===== src/rtl/chart_store_if.sv =====
// rtl/chart_store_if.sv - chart-read bus between chart_store, the pages and the chart ROM
interface chart_store_if #(
    parameter int NAME_LEN  = 12,
    parameter int MAX_NOTES = 64,
    parameter int ADDR_W    = 11
);
    logic [7:0]        read_chart_id;
    logic [7:0]        name [NAME_LEN];
    logic [7:0]        note_cnt;
    logic [7:0]        note_key [MAX_NOTES];
    logic [7:0]        note_dur [MAX_NOTES];
    logic              chart_ready;
    logic              body_valid;
    logic [ADDR_W-1:0] rom_addr;
    logic [7:0]        rom_data;

    modport master (
        output read_chart_id, rom_data,
        input  name, note_cnt, note_key, note_dur, chart_ready, body_valid, rom_addr
    );

    modport slave (
        input  read_chart_id, rom_data,
        output name, note_cnt, note_key, note_dur, chart_ready, body_valid, rom_addr
    );
endinterface


===== src/rtl/chart_store.sv =====
// rtl/chart_store.sv - chart header cache filled at boot plus on-demand note body loader
module chart_store #(
    parameter int NUM_CHARTS   = 7,
    parameter int NAME_LEN     = 12,
    parameter int MAX_NOTES    = 64,
    parameter int CHART_STRIDE = 256,
    parameter int ADDR_W       = 11
) (
    input  logic          prog_clk,
    input  logic          rst,
    chart_store_if.slave  bus
);
    localparam int IW = $clog2(NUM_CHARTS);
    localparam int BW = $clog2(NAME_LEN);
    localparam int NW = $clog2(MAX_NOTES);
    localparam int CW = NW + 2;
    localparam logic [7:0] SPACE = 8'h20;

    typedef enum logic [2:0] {BOOT, IDLE, LD_CNT, LD_BODY, LD_DONE} state_t;

    state_t          state;
    logic [7:0]      id_q;
    logic [7:0]      tgt_id;
    logic            tgt_vld;
    logic [IW-1:0]   bi_id;
    logic [BW-1:0]   bi_byte;
    logic            iss_done;
    logic            cap_vld;
    logic [IW-1:0]   cap_id;
    logic [BW-1:0]   cap_byte;
    logic            boot_last;
    logic [CW-1:0]   iss_j;
    logic [CW-1:0]   cap_j;
    logic [CW-1:0]   nbytes;
    logic [7:0]      cache [NUM_CHARTS][NAME_LEN];

    logic            id_valid;
    logic            changed;
    logic [7:0]      n_val;
    logic [8:0]      n_x2;

    function automatic logic [ADDR_W-1:0] base_of(input logic [7:0] id);
        logic [31:0] p;
        p = 32'(id) * 32'(CHART_STRIDE);
        return p[ADDR_W-1:0];
    endfunction

    always_comb begin
        id_valid = (id_q != 8'd0) && (id_q < 8'(NUM_CHARTS));
        // tgt_vld low forces a load right after boot even when id_q matches
        changed  = !tgt_vld || (id_q != tgt_id);
        n_val    = (bus.rom_data > 8'(MAX_NOTES)) ? 8'(MAX_NOTES) : bus.rom_data;
        n_x2     = {n_val, 1'b0};
    end

    always_ff @(posedge prog_clk) begin
        if (rst) begin
            state           <= BOOT;
            id_q            <= '0;
            tgt_id          <= '0;
            tgt_vld         <= 1'b0;
            bi_id           <= IW'(1);
            bi_byte         <= '0;
            iss_done        <= 1'b0;
            cap_vld         <= 1'b0;
            cap_id          <= '0;
            cap_byte        <= '0;
            boot_last       <= 1'b0;
            iss_j           <= '0;
            cap_j           <= '0;
            nbytes          <= '0;
            bus.chart_ready <= 1'b0;
            bus.body_valid  <= 1'b0;
            bus.rom_addr    <= '0;
            bus.note_cnt    <= '0;
            for (int b = 0; b < NAME_LEN; b++) bus.name[b] <= SPACE;
            for (int n = 0; n < MAX_NOTES; n++) begin
                bus.note_key[n] <= '0;
                bus.note_dur[n] <= '0;
            end
        end else begin
            id_q <= bus.read_chart_id;
            if (state != BOOT) begin
                for (int b = 0; b < NAME_LEN; b++)
                    bus.name[b] <= id_valid ? cache[id_q[IW-1:0]][b] : SPACE;
            end

            if (state == BOOT) begin
                // issue and capture run one cycle apart over the name bytes of ids 1..N-1
                if (!iss_done) begin
                    bus.rom_addr <= base_of(8'(bi_id)) + ADDR_W'(bi_byte);
                    cap_vld      <= 1'b1;
                    cap_id       <= bi_id;
                    cap_byte     <= bi_byte;
                    if (bi_byte == BW'(NAME_LEN - 1)) begin
                        bi_byte <= '0;
                        if (bi_id == IW'(NUM_CHARTS - 1)) iss_done <= 1'b1;
                        else                              bi_id    <= bi_id + IW'(1);
                    end else begin
                        bi_byte <= bi_byte + BW'(1);
                    end
                end else begin
                    cap_vld <= 1'b0;
                end
                if (cap_vld) begin
                    cache[cap_id][cap_byte] <= bus.rom_data;
                    if (cap_id == IW'(NUM_CHARTS - 1) && cap_byte == BW'(NAME_LEN - 1))
                        boot_last <= 1'b1;
                end
                if (boot_last) begin
                    bus.chart_ready <= 1'b1;
                    state           <= IDLE;
                end
            end else if (changed) begin
                tgt_id       <= id_q;
                tgt_vld      <= 1'b1;
                bus.note_cnt <= '0;
                iss_j        <= '0;
                cap_j        <= '0;
                for (int n = 0; n < MAX_NOTES; n++) begin
                    bus.note_key[n] <= '0;
                    bus.note_dur[n] <= '0;
                end
                if (id_valid) begin
                    bus.body_valid <= 1'b0;
                    bus.rom_addr   <= base_of(id_q) + ADDR_W'(NAME_LEN);
                    state          <= LD_CNT;
                end else begin
                    bus.body_valid <= 1'b1;
                    state          <= IDLE;
                end
            end else begin
                case (state)
                    LD_CNT: begin
                        bus.note_cnt <= n_val;
                        nbytes       <= n_x2[CW-1:0];
                        if (n_val == 8'd0) begin
                            state <= LD_DONE;
                        end else begin
                            bus.rom_addr <= base_of(tgt_id) + ADDR_W'(NAME_LEN + 1);
                            iss_j        <= CW'(1);
                            state        <= LD_BODY;
                        end
                    end
                    LD_BODY: begin
                        if (cap_j[0]) bus.note_dur[cap_j[NW:1]] <= bus.rom_data;
                        else          bus.note_key[cap_j[NW:1]] <= bus.rom_data;
                        if (iss_j != nbytes) begin
                            bus.rom_addr <= base_of(tgt_id) + ADDR_W'(NAME_LEN + 1) + ADDR_W'(iss_j);
                            iss_j        <= iss_j + CW'(1);
                        end
                        cap_j <= cap_j + CW'(1);
                        if (cap_j == nbytes - CW'(1)) state <= LD_DONE;
                    end
                    LD_DONE: begin
                        bus.body_valid <= 1'b1;
                        state          <= IDLE;
                    end
                    default: ;
                endcase
            end
        end
    end

    always @(posedge prog_clk) begin
        if (!rst && state == LD_BODY)
            assert (NAME_LEN + 1 + int'(iss_j) < CHART_STRIDE);
    end
endmodule


===== src/flat_wrapper.sv =====
// flat-port wrapper written by rule: the top's interface ports become plain ports
module chart_store_flat 
#(
    parameter int NUM_CHARTS   = 7,
    parameter int NAME_LEN     = 12,
    parameter int MAX_NOTES    = 64,
    parameter int CHART_STRIDE = 256,
    parameter int ADDR_W       = 11
)
  (prog_clk, rst, bus_read_chart_id, bus_rom_data, bus_name, bus_note_cnt, bus_note_key, bus_note_dur, bus_chart_ready, bus_body_valid, bus_rom_addr);
  chart_store_if #(.NAME_LEN(NAME_LEN), .MAX_NOTES(MAX_NOTES), .ADDR_W(ADDR_W)) bus_i ();
  input  logic prog_clk;
  input  logic rst;
  input wire logic [$bits(bus_i.read_chart_id)-1:0] bus_read_chart_id;
  input wire logic [$bits(bus_i.rom_data)-1:0] bus_rom_data;
  output wire logic [$bits(bus_i.name)-1:0] bus_name;
  output wire logic [$bits(bus_i.note_cnt)-1:0] bus_note_cnt;
  output wire logic [$bits(bus_i.note_key)-1:0] bus_note_key;
  output wire logic [$bits(bus_i.note_dur)-1:0] bus_note_dur;
  output wire logic [$bits(bus_i.chart_ready)-1:0] bus_chart_ready;
  output wire logic [$bits(bus_i.body_valid)-1:0] bus_body_valid;
  output wire logic [$bits(bus_i.rom_addr)-1:0] bus_rom_addr;
  assign bus_i.read_chart_id = bus_read_chart_id;
  assign bus_i.rom_data = bus_rom_data;
  assign bus_name = {>>{bus_i.name}};
  assign bus_note_cnt = bus_i.note_cnt;
  assign bus_note_key = {>>{bus_i.note_key}};
  assign bus_note_dur = {>>{bus_i.note_dur}};
  assign bus_chart_ready = bus_i.chart_ready;
  assign bus_body_valid = bus_i.body_valid;
  assign bus_rom_addr = bus_i.rom_addr;
  chart_store #(.NUM_CHARTS(NUM_CHARTS), .NAME_LEN(NAME_LEN), .MAX_NOTES(MAX_NOTES), .CHART_STRIDE(CHART_STRIDE), .ADDR_W(ADDR_W)) u_core (.prog_clk(prog_clk), .rst(rst), .bus(bus_i));
endmodule

===== config.mk =====
export PLATFORM = sky130hd
export DESIGN_NAME = chart_store_flat
export DESIGN_NICKNAME = d
export VERILOG_FILES = /design/src/rtl/chart_store_if.sv /design/src/rtl/chart_store.sv /design/src/flat_wrapper.sv
export SDC_FILE = /design/constraint.sdc
export NUM_CORES = 2
export LEC_CHECK = 0
export BUFFER_PORTS_ARGS = -buffer_cell sky130_fd_sc_hd__buf_2
export CAP_MARGIN = 15
export CORE_AREA = 2 2 452 454
export CTS_BUF_LIST = sky130_fd_sc_hd__clkbuf_16
export DETAILED_ROUTE_END_ITERATION = 7
export DIE_AREA = 0 0 454 456
export MAX_ROUTING_LAYER = met4
export SLEW_MARGIN = 20
export SYNTH_ARGS = -nofsm -noshare
export SYNTH_HDL_FRONTEND = slang
export SYNTH_SLANG_ARGS = --single-unit
export TNS_END_PERCENT = 1

===== constraint.sdc =====
create_clock -name prog_clk -period 2.4 [get_ports prog_clk]
set_clock_uncertainty 0.1 [all_clocks]
set_input_delay 0.36 -clock prog_clk [delete_from_list [all_inputs] [get_ports prog_clk]]
set_output_delay 0.36 -clock prog_clk [all_outputs]
set_load 0.02 [all_outputs]

==> metrics.txt <==
Cell Pwr Density about 770 nW/um^2; Synth Area in Adders 0.00113; CP Capture Point u_core.bus.note_dur[94]$_SDFFE_PP0P_; nets between 6000 and 7000; CP peak stage delay between 0.3 and 0.4 ns; setup ws final -0.204 ns; largest family of logic cells by synthesized area compound AO/OA/AOI/OAI gates; Routed WL 265000 um; Avg Inst Size Synth 13.4 sq um; DR iter-0 viols 4995; post-synthesis async set-or-reset flop share 0; CTS sink cnt roughly 1900; vias in the first global route ~48000; standard-cell rows around 170; fin. max-slew vios 0; Worst setup SP type register; arrival time worst endpoint between 3 and 4 ns; grt met3 use 0.0496; outcome finished with violations; Synthesized Nets between 4000 and 5000; die height about 460 um; Synth Area in XOR/XNOR 0.00541; layout cells sized above 1 0.371; input/output buffers around 1200; RSZ-0062 raised after global routing true; Final Cycle Share 1.09; drt pass-1 iters 6; Hold WS approximately 0.075 ns; kind of critical path reg -> reg; fin crit period approximately 2.6 ns; worst reg2reg endpoint u_core.bus.note_dur[94]$_SDFFE_PP0P_; FF-to-FF setup slack -0.20 ns; #FFs+latches synth 1861; Top FF cell, synth dfxtp_1; CTS Buf Count 188; Cells after Synth roughly 5000; ANT nets after route 0; Final Non-Filler Cells roughly 9400; Post-synth top cells 1201 x dfxtp_1, 888 x a22o_1, 660 x edfxtp_1, 318 x nand2_1, 296 x nor2_1; RePlAce Congestion roughly 0.9; Placed Instances around 9000; filler instances 18500; worst-path maximum fanout 23; CTS tree done; core area 202000 sq um; worst hold path type in -> reg; Final Hold Viols 0; die width roughly 450 um; fmax 384 MHz; maximum vdd drop between 0.7 and 0.8 mV; complex-gate fraction of the synthesized area 0.176; Multi-input gate area between 20000 and 25000 sq um; grt total ovfl 0; routed len/inst 28.2 um; share of the synthesized area in the top cell type 0.362; M2 GR Usage 0.409; Lkg Pwr about 36 nW; DRC Markers 0; Bufs on Longest Clock Path 3; worst reg2reg path startpoint u_core.tgt_id[6]$_SDFFE_PP0P_; Register Area 43900 sq um; final cell area excluding filler cells 87700 sq um; cell with the most instances after synthesis dfxtp_1; initial cell density of the core 0.329; cell taking the most area after synthesis dfxtp_1; final core occ 0.435; Synth-to-Final Area Change 32.1%; top cells by area in the synthesized netlist dfxtp_1 36%, edfxtp_1 30%, a22o_1 12%, mux4_2 2.9%, nand2_1 1.8%; worst path required time between 3 and 4 ns; H-Tree Depth 4; post-DP HPWL ~190000 um; clock latency at the later pin of the worst-skew pair around 0.85 ns; post-place instance area slightly above 80000 sq um; violated checks negative setup slack; grt met1 use 0.301; CTS root buf clkbuf_16; initial antenna violation count 9; CP most frequent cell buf_12; Slew headroom 0.277; routed vias roughly 50000; Netlist cell types 66; crit path from u_core.tgt_id[6]$_SDFFE_PP0P_; worst r2r path cells 11; number of flops mapped to enable cells by yosys 660; Most Used Layer, Global Route met2; CP Capture Type register; first-pass GRT wire length around 370000 um; CP Cell Sequence xor2_1, nor4_2, buf_4, and3b_4, buf_12, a2bb2oi_4, buf_12, buf_12, a21oi_1, nor2_4, a22o_1; aggregate global-route resource usage 0.253; Crit-path slowest cell dfxtp_2; MaxCap Viol Count 0; via density per instance roughly 5.3; synthesized cell area between 60000 and 70000 sq um; IO Pins roughly 1200; endpoints failing setup 686; die area ~210000 sq um; Synth Warn # 0; post-synthesis mux area share 0.0599; simple-gate portion of the synthesized area 0.0672; share of the yosys chip area belonging to registers 0.661; largest net degree at the start of global routing ~140; Tightest Pin Transition about 1.1 ns; clock-pin slew on the worst setup and hold paths approximately 0.06 ns
[power by group]
part           switching (mW)  total [mW]  internal [mW]
clock                    13.2        29.3           16.1
combinational            3.40        5.40           2.00
sequential              0.111        32.9           32.7
[worst min path at each step]
| stage | start | cells after the start | endpoint |
|---|---|---|---|
| 2_1_floorplan | u_core.tgt_vld$_SDFFE_PP0P_ | 2 | u_core.tgt_vld$_SDFFE_PP0P_ |
| 3_5_place_dp | u_core.bus.note_dur[455]$_SDFFE_PP0P_ | 1 | u_core.bus.note_dur[455]$_SDFFE_PP0P_ |
| 3_3_place_gp | u_core.bus.note_dur[391]$_SDFFE_PP0P_ | 1 | u_core.bus.note_dur[391]$_SDFFE_PP0P_ |
| 6_report | bus_rom_data[6] | 2 | u_core.cache[0][14]$_DFFE_PP_ |
| 5_1_grt | bus_rom_data[6] | 2 | u_core.cache[0][14]$_DFFE_PP_ |
| 4_1_cts | bus_rom_data[6] | 2 | u_core.cache[3][46]$_DFFE_PP_ |
[sequential cells by signal (all words and copies together), names as in the netlist, 7 cells and up]
signal	cells
u_core.bus.name	96
u_core.bus.note_cnt	8
u_core.bus.note_dur	512
u_core.bus.note_key	512
u_core.bus.rom_addr	11
u_core.cache	660
u_core.cap_j	8
u_core.id_q	8
u_core.iss_j	8
u_core.nbytes	7
u_core.tgt_id	8
[critical path, delay by kind of cell, from the launching register on]
kind / cells / cell delay, ns
compound gates: 3 / 0.44
simple gates: 3 / 0.78
xor+xnor: 1 / 0.16
buf+inv: 4 / 0.66
flops: 1 / 0.32
[what timing repair did]
item | 4_1_cts | 5_1_grt
gates cloned | 0 | 1
endpoints found under the setup margin | 1071 | 1422
resized for setup | 34 | 16
hold buffers | 14 | 0
pin swaps | 96 | 47
buffers inserted | 4 | 2
hold endpoints to repair | 91 | 0
[metrics by stage]
step           setup TNS (ns)  setup WS [ns]  power (mW)
2_1_floorplan          -14.23        -0.0542        36.0
4_1_cts                -49.40         -0.211        68.0
3_5_place_dp          -125.89         -0.417        38.9
5_1_grt               -153.21         -0.303        69.6
3_3_place_gp          -150.64         -0.475        38.8
6_report               -44.36         -0.204        67.5
[cell usage in the layout (no fill, tap or decap), types with 13 or more instances in the layout]
cell type      instances
buf_4                380
o2bb2ai_1            134
nor2_1               264
a22oi_1               88
clkinv_2              43
nor2_4                48
nor3_1                19
clkbuf_16            191
nand2_1              315
inv_1                 42
o21ai_0              120
xor2_1                17
nor2_2               105
a21oi_1              148
o22ai_1               13
a21oi_2               27
dfxtp_1             1193
bufinv_16             14
edfxtp_1             660
buf_12               217
dlygate4sd3_1         14
xnor2_1               23
o221ai_1              14
buf_6                 16
mux2i_1              100
a22o_1               888
clkinv_1              39
nand3_1               19
nand2b_1              24
mux4_2                84
mux2_2                96
nor2b_1               20
buf_2               1157
[per-layer routing]
layer,up-vias,wire (um)
met3,548,20100
met4,0,14500
met2,2400,128000
met5,-,0
li1,22000,-
met1,25000,103000
[cell families (layout without fill, tap and decap cells)]
| logic type | after synthesis | count (layout) |
|---|---|---|
| AND/OR/NAND/NOR | 913 | 913 |
| flip-flops | 1861 | 1861 |
| other | 0 | 7 |
| multiplexers | 280 | 280 |
| adder cells (fa/ha/maj) | 6 | 6 |
| AO/OA/AOI/OAI | 1463 | 1463 |
| XOR/XNOR | 41 | 41 |
| buffers and inverters | 403 | 2153 |
[area by class of cell]
class	instances	share of cell area
Inverter	6	0.000257
Sequential cell	1861	0.501
Clock buffer	190	0.0542
Timing Repair Buffer	1789	0.153
Antenna cell	7	0.000200
Tap cell	2672	0.0381
Multi-Input combinational cell	2703	0.237
Clock inverter	168	0.0164
Note: power is estimated with default switching activity, not from simulation.
